===== src/rtl/mac_result_serializer.sv =====
// Buffers completed MAC result words in a small FIFO and streams each one out
// LSB-first as bytes over an 8-bit valid/ready port.
module mac_result_serializer #(
    parameter int RESULT_W = 21,
    parameter int DEPTH    = 4,
    localparam int NBYTES  = (RESULT_W + 7) / 8,
    localparam int PTR_W   = $clog2(DEPTH)
) (
    input  logic                clk,
    input  logic                rst,
    input  logic [RESULT_W-1:0] result_in,
    input  logic                result_valid,
    input  logic                clear_ovf,
    output logic [7:0]          byte_out,
    output logic                byte_valid,
    input  logic                byte_ready,
    output logic                byte_last,
    output logic [PTR_W:0]      fifo_count,
    output logic                overflow,
    output logic                state_dbg
);

    // Handshake: a byte transfers on a rising edge where byte_valid && byte_ready.
    // Once byte_valid rises, byte_out/byte_last hold until that transfer; valid only
    // drops after a transfer (or on reset).

    localparam int IDX_W = (NBYTES > 1) ? $clog2(NBYTES) : 1;
    localparam logic [IDX_W-1:0] LAST_IDX = IDX_W'(NBYTES - 1);

    typedef enum logic {
        IDLE = 1'b0,
        SEND = 1'b1
    } state_t;

    state_t state_q, state_d;

    logic [RESULT_W-1:0] mem [DEPTH];
    logic [PTR_W:0]      wr_ptr_q;
    logic [PTR_W:0]      rd_ptr_q;
    logic                fifo_empty;
    logic                fifo_full;
    logic                push;
    logic                pop;

    logic [RESULT_W-1:0] word_q;
    logic [IDX_W-1:0]    idx_q, idx_d;
    logic [NBYTES*8-1:0] padded;
    logic [7:0]          byte_sel;

    // Extra pointer MSB tells a full FIFO (MSBs differ) from an empty one.
    assign fifo_empty = (wr_ptr_q == rd_ptr_q);
    assign fifo_full  = (wr_ptr_q[PTR_W] != rd_ptr_q[PTR_W]) &&
                        (wr_ptr_q[PTR_W-1:0] == rd_ptr_q[PTR_W-1:0]);
    assign fifo_count = wr_ptr_q - rd_ptr_q;

    // A same-cycle pop frees a slot, so a full FIFO can still take the new word.
    assign push = result_valid && (!fifo_full || pop);

    always_ff @(posedge clk) begin
        if (push) begin
            mem[wr_ptr_q[PTR_W-1:0]] <= result_in;
        end
    end

    always_ff @(posedge clk or posedge rst) begin
        if (rst) begin
            wr_ptr_q <= '0;
            rd_ptr_q <= '0;
        end else begin
            if (push) begin
                wr_ptr_q <= wr_ptr_q + 1'b1;
            end
            if (pop) begin
                rd_ptr_q <= rd_ptr_q + 1'b1;
            end
        end
    end

    always_ff @(posedge clk or posedge rst) begin
        if (rst) begin
            overflow <= 1'b0;
        end else if (result_valid && fifo_full && !pop) begin
            overflow <= 1'b1;
        end else if (clear_ovf) begin
            overflow <= 1'b0;
        end
    end

    always_comb begin
        state_d = state_q;
        idx_d   = idx_q;
        pop     = 1'b0;
        case (state_q)
            IDLE: begin
                if (!fifo_empty) begin
                    pop     = 1'b1;
                    idx_d   = '0;
                    state_d = SEND;
                end
            end
            SEND: begin
                if (byte_ready) begin
                    if (idx_q != LAST_IDX) begin
                        idx_d = idx_q + 1'b1;
                    end else if (!fifo_empty) begin
                        pop   = 1'b1;
                        idx_d = '0;
                    end else begin
                        state_d = IDLE;
                    end
                end
            end
            default: begin
                state_d = IDLE;
            end
        endcase
    end

    always_ff @(posedge clk or posedge rst) begin
        if (rst) begin
            state_q <= IDLE;
            idx_q   <= '0;
            word_q  <= '0;
        end else begin
            state_q <= state_d;
            idx_q   <= idx_d;
            if (pop) begin
                word_q <= mem[rd_ptr_q[PTR_W-1:0]];
            end
        end
    end

    // The top byte of the word is zero-filled above RESULT_W.
    always_comb begin
        padded                 = '0;
        padded[RESULT_W-1:0]   = word_q;
        byte_sel               = '0;
        for (int b = 0; b < NBYTES; b++) begin
            if (idx_q == IDX_W'(b)) begin
                byte_sel = padded[b*8 +: 8];
            end
        end
    end

    assign byte_valid = (state_q == SEND);
    assign byte_out   = byte_valid ? byte_sel : 8'h00;
    assign byte_last  = byte_valid && (idx_q == LAST_IDX);
    assign state_dbg  = (state_q == SEND);

endmodule


===== config.mk =====
export PLATFORM = sky130hd
export DESIGN_NAME = mac_result_serializer
export DESIGN_NICKNAME = d
export VERILOG_FILES = /design/src/rtl/mac_result_serializer.sv
export SDC_FILE = /design/constraint.sdc
export NUM_CORES = 1
export LEC_CHECK = 0
export BUFFER_PORTS_ARGS = -buffer_cell sky130_fd_sc_hd__buf_2
export CAP_MARGIN = 30
export CORE_MARGIN = 3
export CORE_UTILIZATION = 50
export CTS_CLUSTER_SIZE = 25
export DETAILED_ROUTE_END_ITERATION = 8
export GPL_TIMING_DRIVEN = 1
export HOLD_SLACK_MARGIN = 0.12
export MAX_ROUTING_LAYER = met4
export PLACE_DENSITY = 0.71
export SLEW_MARGIN = 0
export SYNTH_ARGS = -nofsm -noshare
export SYNTH_HDL_FRONTEND = slang
export SYNTH_SLANG_ARGS = --single-unit

===== constraint.sdc =====
create_clock -name clk -period 2.3 [get_ports clk]
set_input_delay 0.115 -clock clk [delete_from_list [all_inputs] [get_ports clk]]
set_output_delay 0.115 -clock clk [all_outputs]
set_load 0.02 [all_outputs]

==> results.tsv <==
metric	value	unit
outcome	finished, final reports clean	
Max Transition Viols Final	0	
Remaining Overflow, GRT	0	
DR vias	2416	
largest net degree at the start of global routing	32	
Synth top cells by count	edfxtp_1, dfrtp_1, mux2_2	
fin area	5960	um2
Synth cell types	32	
RSZ-0062 raised after global routing	false	
Crit path largest cell delay	0.43	ns
crit path DAT	1.99	ns
DRT iter0 DRCs	123	
worst-path fanout max	7	
clk root buf	clkbuf_8	
vias in the first global route	2547	
TNS Setup	0	ns
Hold/Removal Path Class	in2async	
CP max-delay cell	dfrtp_1	
Synth area leader	edfxtp_1	
fraction of layout cells with a size suffix above 1	35.2	%
Remaining DRCs	0	
iteration count of the initial detailed-routing pass	4	
number of synthesized flops with an enable pin	84	
Switch Pwr	2.50	mW
Fill cells	585	
die area	10500	um2
DR vias/cell	5.38	
Total Nets Final	362	
# IOs	41	
standard-cell row count	34	
ANT nets after route	0	
Power Density	1420	nW/um2
Logic pwr share	30.5	%
maximum clock frequency	476	MHz
GP Congestion	0.779	
Seq pwr share	36.8	%
worst slew pin tran	0.417	ns
top cell type's share of synthesized area	54.1	%
die width	103	um
Pint	5.97	mW
Starting Density	52.4	%
minimum clock period	2.10	ns
Clock Power Share	32.7	%
ordered cell list for the critical path	buf_4 -> nor2b_1 -> nand2_1 -> o21ai_0 -> and2_1 -> buf_2	
total CTS buffers	17	
mean area per synthesized cell	19.2	um2
Fin. Hold Viols	0	
R2R setup slack	0.23	ns
initial antenna violation count	0	
Leak	2.29	nW
Die Height	103	um
wire length of the first global-routing pass	13.3	mm
n_diodes	0	
asr flop ratio synth	27.0	%
max-slew headroom at the worst pin	72.2	%
kind of start point of the critical path	flop	
most frequent cell after synthesis	edfxtp_1	
H-Tree Depth	4	
fin crit share	91.4	%
Area Growth Syn to Fin	27.9	%
Synth warnings	0	
post-synthesis register bit count	115	
placed cell areas	5070	um2
CTS tree	built	
WP data required	2.18	ns
sequential share of the synthesized area	70.8	%
CP Buf/Inv Count	2	
Post-synth top flop	edfxtp_1	
Wirelength per Cell	18.3	um
endpoint kind of the worst setup timing path	primary output	
routed wire length	8.21	mm
final setup fails	0	
Mapped Area	4660	um2
CP delay by family, top	simple AND/OR/NAND/NOR gates	
final core utilization	67.0	%
total track usage	18.2	%
CTS max path bufs	2	
dpl hpwl	4.89	mm
Synth area leaders	edfxtp_1, dfrtp_1, mux4_1	
Syn Nets	276	
port bufs	40	
Core Area	8890	um2
worst clock skew	0.00815	ns
clk sinks	115	
worst skew pair latency	0.51	ns
setup bufs post-CTS	0	
Max Cap Violations	0	
Switching Share	29.5	%
VDD IR-drop max	0.666	mV
CP Class	reg2out	
Reg clk slew, reported paths	0.06	ns
Cells after Synth	242	
## path summary, 6_finish.rpt
kind	end	cells past startpoint	start
max	byte_out[4]	6	idx_q[1]
min	overflow	4	rst
max reg2reg	overflow	6	wr_ptr_q[0]
min reg2reg	word_q[0]	1	word_q[0]
max in group asynchronous	word_q[7]	4	rst
min in group clk	mem[2][18]	2	result_in[18]
## power by group through the flow
stage          clock network [mW]  registers [mW]  logic, mW
3_3_place_gp                    0            3.13       2.53
6_report                     2.77            3.11       2.58
2_1_floorplan                   0            3.10       1.83
3_5_place_dp                    0            3.16       2.58
5_1_grt                      2.92            3.17       2.82
4_1_cts                      2.81            3.12       2.64
## metrics by stage
stage	total power [mW]	cells	setup WS [ns]	hold WS, ns
2_1_floorplan	4.93	242	0.0594	0.214
3_3_place_gp	5.66	391	0.317	0.215
3_5_place_dp	5.74	391	0.261	0.228
4_1_cts	8.57	449	0.177	0.235
5_1_grt	8.91	449	0.0535	0.274
6_report	8.47	449	0.198	0.238
## logic make-up after synthesis
logic type,count (synthesis),synth area share [%]
flip-flops,115,70.8
multiplexers,51,18.0
AND/OR/NAND/NOR,32,3.63
buffers and inverters,19,2.28
AO/OA/AOI/OAI,11,1.69
adder cells (fa/ha/maj),8,2.31
XOR/XNOR,6,1.29
## worst min-delay path: stages
cell,delay (ns)
dlygate4sd3_1,0.53
buf_2,0.12
inv_1,0.04
buf_4,0.36
## area by class of cell
| cell class | instances | area, um2 | area share [%] |
|---|---|---|---|
| repair buffers | 77 | 606 | 10.2 |
| flip-flops and latches | 115 | 3300 | 55.3 |
| multi-input cells | 108 | 1260 | 21.1 |
| clock buffers | 18 | 418 | 7.01 |
| well taps | 108 | 135 | 2.27 |
| inverters | 9 | 33.8 | 0.567 |
| clock inverters | 14 | 210 | 3.53 |
## flip-flops by register name, summed over array words and instances (netlist names)
name	count
rd_ptr_q	3
mem	84
word_q	21
byte_valid	1
idx_q	2
wr_ptr_q	3
overflow	1
## placed cells by master, fill, tap and decap left out, drive strengths merged
| cell type | n |
|---|---|
| xor2 | 2 |
| clkinv | 3 |
| nand4b | 1 |
| xnor2 | 4 |
| nand3b | 1 |
| dfrtp | 31 |
| mux2 | 22 |
| nand2b | 1 |
| o22ai | 1 |
| a22oi | 1 |
| and3b | 1 |
| nor2 | 3 |
| nor2b | 1 |
| nand3 | 4 |
| and3 | 4 |
| ha | 7 |
| inv | 10 |
| bufinv | 5 |
| clkinvlp | 5 |
| clkbuf | 18 |
| dlygate4sd3 | 26 |
| mux4 | 21 |
| and2 | 6 |
| o21ai | 7 |
| nand2 | 10 |
| buf | 51 |
| o31ai | 1 |
| fa | 1 |
| edfxtp | 84 |
| a22o | 1 |
| mux2i | 8 |
## per-layer routing
| metal | track usage [%] | vias to the layer above | part of all wire (%) |
|---|---|---|---|
| met4 | 6.26 | 0 | 0.74 |
| li1 | - | 1118 | - |
| met2 | 29.5 | 45 | 52 |
| met5 | - | - | 0 |
| met3 | 5.48 | 9 | 3.2 |
| met1 | 21.8 | 1244 | 45 |
## timing repair
| action | 4_1_cts | 5_1_grt |
|---|---|---|
| hold buffers | 26 | 0 |
| hold endpoints to repair | 121 | 0 |
| resized for setup | 0 | 0 |
Power figures use the tool's default switching activity.
